$ cat config.mk
export PLATFORM = sky130hd
export DESIGN_NAME = area_test_core
export DESIGN_NICKNAME = d
export VERILOG_FILES = /design/src/rtl/area_test_pkg.sv /design/src/rtl/area_test_core_cell.sv /design/src/rtl/area_test_core.sv
export SDC_FILE = /design/constraint.sdc
export NUM_CORES = 1
export LEC_CHECK = 0
export BUFFER_PORTS_ARGS = -buffer_cell sky130_fd_sc_hd__clkbuf_2
export CAP_MARGIN = 20
export CORE_MARGIN = 4
export CORE_UTILIZATION = 30
export CTS_CLUSTER_SIZE = 20
export DETAILED_ROUTE_END_ITERATION = 8
export SLEW_MARGIN = 20
export SYNTH_ARGS = -nofsm -noshare
export SYNTH_HDL_FRONTEND = slang
export SYNTH_SLANG_ARGS = --single-unit
export TNS_END_PERCENT = 100
$ cat constraint.sdc
create_clock -name CLK -period 9.2 [get_ports CLK]
set_clock_uncertainty 0.15 [all_clocks]
set_input_delay 0.46 -clock CLK [delete_from_list [all_inputs] [get_ports CLK]]
set_output_delay 0.46 -clock CLK [all_outputs]
set_load 0.005 [all_outputs]
$ cat src/rtl/area_test_pkg.sv
`timescale 1ns/1ps
// area_test_pkg
//   Shared constants and the per-cell seed helper for area_test_core.
//   TAPS_DEFAULT : Galois feedback mask x^32+x^22+x^2+x+1 (maximal length)
//   SEED_BASE    : LFSR seed of cell 0
//   SEED_STEP    : seed increment between neighbouring cells
package area_test_pkg;

  localparam int unsigned WIDTH     = 32;
  localparam int unsigned NUM_CELLS = 8;

  localparam logic [WIDTH-1:0] TAPS_DEFAULT = 32'h80200003;
  localparam logic [WIDTH-1:0] SEED_BASE    = 32'h00000001;
  localparam logic [WIDTH-1:0] SEED_STEP    = 32'h01010101;

  // seed = base + idx*step, modulo 2^WIDTH
  function automatic logic [WIDTH-1:0] seed_of(
    input int unsigned      idx,
    input logic [WIDTH-1:0] base,
    input logic [WIDTH-1:0] step
  );
    logic [WIDTH-1:0] idx_w;
    idx_w = WIDTH'(idx);
    return base + (idx_w * step);
  endfunction

endpackage

$ cat src/rtl/area_test_core_cell.sv
`timescale 1ns/1ps
// area_cell
//   One area-exercise cell: a 32-bit Galois LFSR feeds a wrapping 32-bit
//   accumulator; led is the registered XOR-reduction of the accumulator.
//   Ports:
//     CLK   : rising-edge clock
//     RST_N : asynchronous active-low reset (lfsr=SEED, acc=0, led=0)
//     led   : registered parity of the accumulator (one edge behind acc)
module area_cell
  import area_test_pkg::*;
#(
  parameter logic [WIDTH-1:0] SEED = SEED_BASE,
  parameter logic [WIDTH-1:0] TAPS = TAPS_DEFAULT
) (
  input  logic CLK,
  input  logic RST_N,
  output logic led
);

  logic [WIDTH-1:0] lfsr_q, lfsr_d;
  logic [WIDTH-1:0] acc_q,  acc_d;
  logic             led_q,  led_d;

  always_comb begin
    lfsr_d = {1'b0, lfsr_q[WIDTH-1:1]} ^ (lfsr_q[0] ? TAPS : '0);
    acc_d  = acc_q + lfsr_q;   // carry out discarded
    led_d  = ^acc_q;
  end

  always_ff @(posedge CLK or negedge RST_N) begin
    if (!RST_N) begin
      lfsr_q <= SEED;
      acc_q  <= '0;
      led_q  <= 1'b0;
    end else begin
      lfsr_q <= lfsr_d;
      acc_q  <= acc_d;
      led_q  <= led_d;
    end
  end

  assign led = led_q;

endmodule

$ cat src/rtl/area_test_core.sv
`timescale 1ns/1ps
// area_test_core
//   Synthesis area exercise for the Alhambra-II: eight independent LFSR +
//   accumulator cells, each driving one LED with its registered parity.
//   Ports:
//     CLK        : system clock, rising-edge active
//     RST_N      : asynchronous active-low reset
//     LED0..LED7 : LEDi = registered accumulator parity of cell i
module area_test_core
  import area_test_pkg::*;
#(
  parameter logic [WIDTH-1:0] TAPS      = TAPS_DEFAULT,
  parameter logic [WIDTH-1:0] SEED_BASE = area_test_pkg::SEED_BASE,
  parameter logic [WIDTH-1:0] SEED_STEP = area_test_pkg::SEED_STEP
) (
  input  logic CLK,
  input  logic RST_N,
  output logic LED0,
  output logic LED1,
  output logic LED2,
  output logic LED3,
  output logic LED4,
  output logic LED5,
  output logic LED6,
  output logic LED7
);

  logic [NUM_CELLS-1:0] led_w;

  for (genvar g = 0; g < NUM_CELLS; g++) begin : g_cell
    area_cell #(
      .SEED (seed_of(g, SEED_BASE, SEED_STEP)),
      .TAPS (TAPS)
    ) u_cell (
      .CLK   (CLK),
      .RST_N (RST_N),
      .led   (led_w[g])
    );
  end

  assign LED0 = led_w[0];
  assign LED1 = led_w[1];
  assign LED2 = led_w[2];
  assign LED3 = led_w[3];
  assign LED4 = led_w[4];
  assign LED5 = led_w[5];
  assign LED6 = led_w[6];
  assign LED7 = led_w[7];

endmodule

Word-level counts from Yosys, hierarchy flattened
Index checks and enable logic that the tools add are counted.
{ "op_classes": {"bitwise_logic": 8, "mux": 8, "addsub": 8, "n_reduce_logical": 8} }
{ "ops": {"columns": ["cell", "n"], "rows": [
  ["adder 32 bit", 8],
  ["two-way mux 32 bit", 8],
  ["parity 32 bit", 8],
  ["bitwise XOR 31 x 32 -> 32 bit", 8]
]} }
{ "totals": {"in_bits": 2, "word_cells": 56, "regBits": 520, "output_inout_bits": 8} }

Depth between registers and ports, before layout
{ "depth": {"word_depth": 2, "depth_mapped": 11, "ltp_nobuf": 11} }

Cells and area by module
From an unflattened synthesis, not the netlist that was laid out.
{ "hier_totals": {"cells_unflattened": 2662, "hier_area_um2": 29304.4} }
{ "by_module_without_submodules": {"columns": ["mod", "area_each_um2", "cells_per_inst", "seq_area_each_um2", "n_inst"], "rows": [
  ["area_cell at g_cell[2].u_cell", 3976.3, 374, 1632.8, 1],
  ["area_cell at g_cell[1].u_cell", 3975.1, 374, 1631.6, 1],
  ["area_cell at g_cell[0].u_cell", 3971.3, 374, 1627.8, 1],
  ["area_cell at g_cell[7].u_cell", 3652.3, 332, 1639.1, 1],
  ["area_cell at g_cell[6].u_cell", 3434.5, 302, 1637.8, 1],
  ["area_cell at g_cell[5].u_cell", 3433.3, 302, 1636.6, 1],
  ["area_cell at g_cell[3].u_cell", 3432.0, 302, 1635.3, 1],
  ["area_cell at g_cell[4].u_cell", 3429.5, 302, 1632.8, 1]
]} }

Worst setup path before layout
Ideal clock, no wire load.
{ "synth_timing": {"path_type": "flip-flop to flip-flop", "from": "reg g_cell[5].u_cell.lfsr_q[0]", "to": "reg g_cell[5].u_cell.acc_q[28]", "setup_ns": 0.127, "path_stages_with_launch": 12, "synth_period_minus_slack_ns": 3.189, "path_slack_ns": 6.011, "path_buffers": 0, "t_arrival_ns": 2.912, "required_ns": 8.923, "cell_sequence": "dfrtp_1 > ha_1 > fa_1 > a21oi_1 > o21ai_1 > a2111oi_2 > nor3_2 > o41ai_4 > o21ai_2 > a311oi_2 > o21ai_1 > xor2_1"} }
{ "synth_between": {"elab_chain_len": 1} }
{ "synth_rtl": {"columns": ["element", "line_no", "source"], "rows": [
  ["from (decl)", "area_test_core_cell.sv:20", "logic [WIDTH-1:0] lfsr_q, lfsr_d;"],
  ["from (signal assigned)", "area_test_core_cell.sv:36", "lfsr_q <= lfsr_d;"],
  ["adder 32 bit", "area_test_core_cell.sv:26", "acc_d = acc_q + lfsr_q;"],
  ["net g_cell[5].u_cell.acc_d[28]", "area_test_core_cell.sv:21", "logic [WIDTH-1:0] acc_q, acc_d;"],
  ["to (signal assigned)", "area_test_core_cell.sv:33", "acc_q <= '0;"],
  ["to (signal assigned)", "area_test_core_cell.sv:37", "acc_q <= acc_d;"],
  ["to (decl)", "area_test_core_cell.sv:21", null]
]} }
The timed path passes the listed nets, and every way through them passes these cells.

Worst setup path in the final report
Same ends and word-level chain as after synthesis.

==> reports/summary.txt <==
Status -> finished, final reports clean
CP bufs+invs -> 0
Global placement routability congestion -> 0.806
Horiz. Die Dim -> 313 um
Syn_nets -> 2,769
Hold WS -> 0.203 ns
Synth area leader -> dfrtp_1
Worst path arrival time -> 3.91 ns
Final Slew Violations -> 0
Post-synth EDFFs -> 0
Clk Latency, worst-skew pair -> 0.63 ns
Ys Warns -> 0
Fin crit period -> 3.55 ns
Post-Route WL -> 50,400 um
Max Cap Viol -> 0
CTS clk-pin slew, worst paths -> 0.06 ns
Met1 Use GR -> 14.8%
# clock sinks -> 520
Power Dens Cells -> 152 nW/um^2
Synth-to-layout area growth -> 13.1%
Synth Flop Type -> dfrtp_1
Synth Area in Adders -> 11.7%
Mapped cell area -> 27,900 sq um
CP max-delay cell -> a2111oi_2
Main combinational cell family by area after synthesis -> compound AO/OA/AOI/OAI gates
Quantity of I/O buffers inserted on ports -> 9
Setup crit end kind -> register
Share of layout cells above drive strength 1 -> 7.69%
Hold WC Path Type -> register to register
#FFs+latches synth -> 520
RSZ-0062 raised after global routing -> no
H-tree levels -> 2
# DRC -> 0
CTS tree -> yes
Initial antenna violation count -> 0
Core region area -> 91,900 sq um
Bufs on Longest Clock Path -> 3
Required @ worst endpoint -> 9.56 ns
Post-Syn Instances -> 2,511
Row Count -> 111
ANT cells -> 0
Distinct cells, synth -> 75
Vias post-DR -> 17,900
CP Max Fanout -> 5
Worst-margin pin slew -> 0.863 ns
Die Span Y -> 313 um
CTS buffer count -> 59
Largest stage delay, worst path -> 0.47 ns
Critical path cell sequence -> ha_1 -> fa_1 -> a21oi_1 -> o21ai_1 -> a2111oi_2 -> nor3_2 -> o41ai_4 -> o21ai_2 -> a311oi_2 -> o21ai_1 -> xor2_1
Vias/cell -> 4.64
Launching element type of the critical path -> register
Worst vdd ir -> 0.000134 V
Vias in the first global route -> 18,500
Per-cell routed wire length -> 13.1 um
Crit-path most repeated cell -> o21ai_1
Flop-to-flop setup slack -> 5.65 ns
GR Util met3 -> 2.13%
TritonRoute pass-1 iters -> 5
Proportion of synthesized area in mux cells -> 0.0404%
Synth Area per Inst -> 11.1 sq um
Pleak -> 16.2 nW
1st-iter DRT viols -> 856
Fmax -> 282 MHz
Post-Synth XOR/XNOR Area -> 15.8%
Nets -> 2,823
Async S/R FF share, synth -> 100%
First-pass GRT wire length -> 89,100 um
Finish-stage setup viols -> 0
Fill count -> 9,258
Top cells by area, synth -> dfrtp_1 42%, xnor2_1 12%, ha_1 11%, dfstp_2 4.6%, xor2_1 4.0%
Met2 Use GR -> 16.6%
Final Hold Viols -> 0
Max transition margin -> 42.4%
Die area -> 97,800 sq um
GRT Total Usage -> 10.5%
Synth Area in Compound Gates -> 15.9%
Share of the synthesized area in the top cell type -> 42.3%
Total gr overflow -> 0
Delay-heaviest family, CP -> compound AO/OA/AOI/OAI gates
Root buffer cell -> clkbuf_16
Final Cycle Share -> 38.6%
GRT busiest layer -> met2
Top Ports -> 10
Synth Area in Simple Gates -> 8.74%
Antenna-violating nets left -> 0
Post-DP HPWL -> 35,700 um
Starting Density -> 30.3%
Register area share after synthesis -> 46.9%
# Post-CTS Setup Buffers -> 0
Final setup TNS -> 0 ns
Setup Crit Path Kind -> register to register
Pin count of the biggest net entering global routing -> 154
==> through the flow <==
stage	util, %	setup slack (ns)	std cells	power, mW	area (sq um)
global placement	32.0	5.70	3746	2.38	29500
finish	34.3	5.65	3858	4.78	31500
detailed placement	32.0	5.64	3746	2.38	29500
CTS	34.3	5.63	3858	4.88	31500
global route	34.3	5.48	3858	4.99	31500
floorplan	-	6.01	2511	2.33	27900
==> final timing paths <==
path | startpoint | endpoint | cells after the start
min | g_cell[0].u_cell.lfsr_q[12] | g_cell[0].u_cell.lfsr_q[11] | 0
max in group asynchronous | RST_N | g_cell[5].u_cell.lfsr_q[5] | 4
min in group asynchronous | RST_N | g_cell[2].u_cell.led | 2
max reg2reg | g_cell[5].u_cell.lfsr_q[0] | g_cell[5].u_cell.acc_q[28] | 11
min reg2reg | g_cell[0].u_cell.lfsr_q[12] | g_cell[0].u_cell.lfsr_q[11] | 0
max | g_cell[5].u_cell.lfsr_q[0] | g_cell[5].u_cell.acc_q[28] | 11
==> sequential cells by signal, summed over array words and instances (netlist names) <==
signal,cells
g_cell.u_cell.acc_q,256
g_cell.u_cell.lfsr_q,256
g_cell.u_cell.led,8
==> placed cells by master, fill, tap and decap left out, types with 35 or more instances in the layout <==
cell       instances
clkbuf_16         60
nor3_1            42
o21ai_0           91
xor2_1           126
a21oi_1          186
nor2_1           147
o21bai_1          35
ha_1             248
inv_1             48
nand2_1          123
dfstp_2           49
dfrtp_1          471
a21o_1           142
xnor2_1          376
==> layer usage <==
| metal | vias up | share of wire [%] |
|---|---|---|
| met3 | 76 | 3.2 |
| met2 | 152 | 44 |
| met4 | 0 | 2.0 |
| li1 | 9104 | - |
| met1 | 8574 | 50 |
| met5 | - | 0 |
==> cells in the mapped netlist (4+ instances only) <==
cell type and number:
dfrtp_1 471, xnor2_1 376, ha_1 248, a21oi_1 186
nor2_1 147, a21o_1 142, xor2_1 126, nand2_1 123
o21ai_0 91, dfstp_2 49, inv_1 48, nor3_1 42
o21bai_1 35, a31oi_1 33, nand3_1 33, and3_1 31
nor2b_1 30, o21a_1 27, nand4_1 25, clkbuf_1 22
a211oi_1 21, nand2b_1 17, and2_1 13, o211ai_1 12
or3_1 11, o31ai_1 10, a31o_2 8, fa_1 8
nor3b_1 8, a211o_1 7, and4_1 7, a311oi_1 6
nor4_1 6, o21ai_1 6, a21boi_0 5, a221o_1 5
a41o_1 5, a2111oi_2 4, a21oi_2 4, o2111ai_1 4
o311ai_1 4
==> power by group <==
part | total (mW) | internal (mW) | leakage, nW | switching (mW)
logic | 0.0462 | 0.00336 | 8.10 | 0.0429
clock network | 2.45 | 1.47 | 1.01 | 0.976
registers | 2.29 | 2.29 | 7.09 | 0
==> cell type report <==
class                   count  area [sq um]  area share, %
multi-input cells        1921         14500           46.1
clock inverters            29           345           1.10
repair buffers             15           128          0.405
flip-flops and latches    520         13100           41.5
inverters                  48           180          0.571
clock buffers              82          1710           5.44
well taps                1243          1560           4.93
==> timing repair <==
item | CTS | global route
endpoints found under the hold margin | 54 | 0
hold buffers | 1 | 0
resized for setup | 0 | 0
setup endpoints to repair | 0 | 0
==> kinds of logic after synthesis <==
| group | Yosys count |
|---|---|
| xor+xnor | 502 |
| fa+ha+maj | 256 |
| compound gates | 658 |
| buf+inv | 70 |
| flops | 520 |
| mux | 1 |
| simple gates | 504 |
Note: power is estimated with default switching activity, not from simulation.
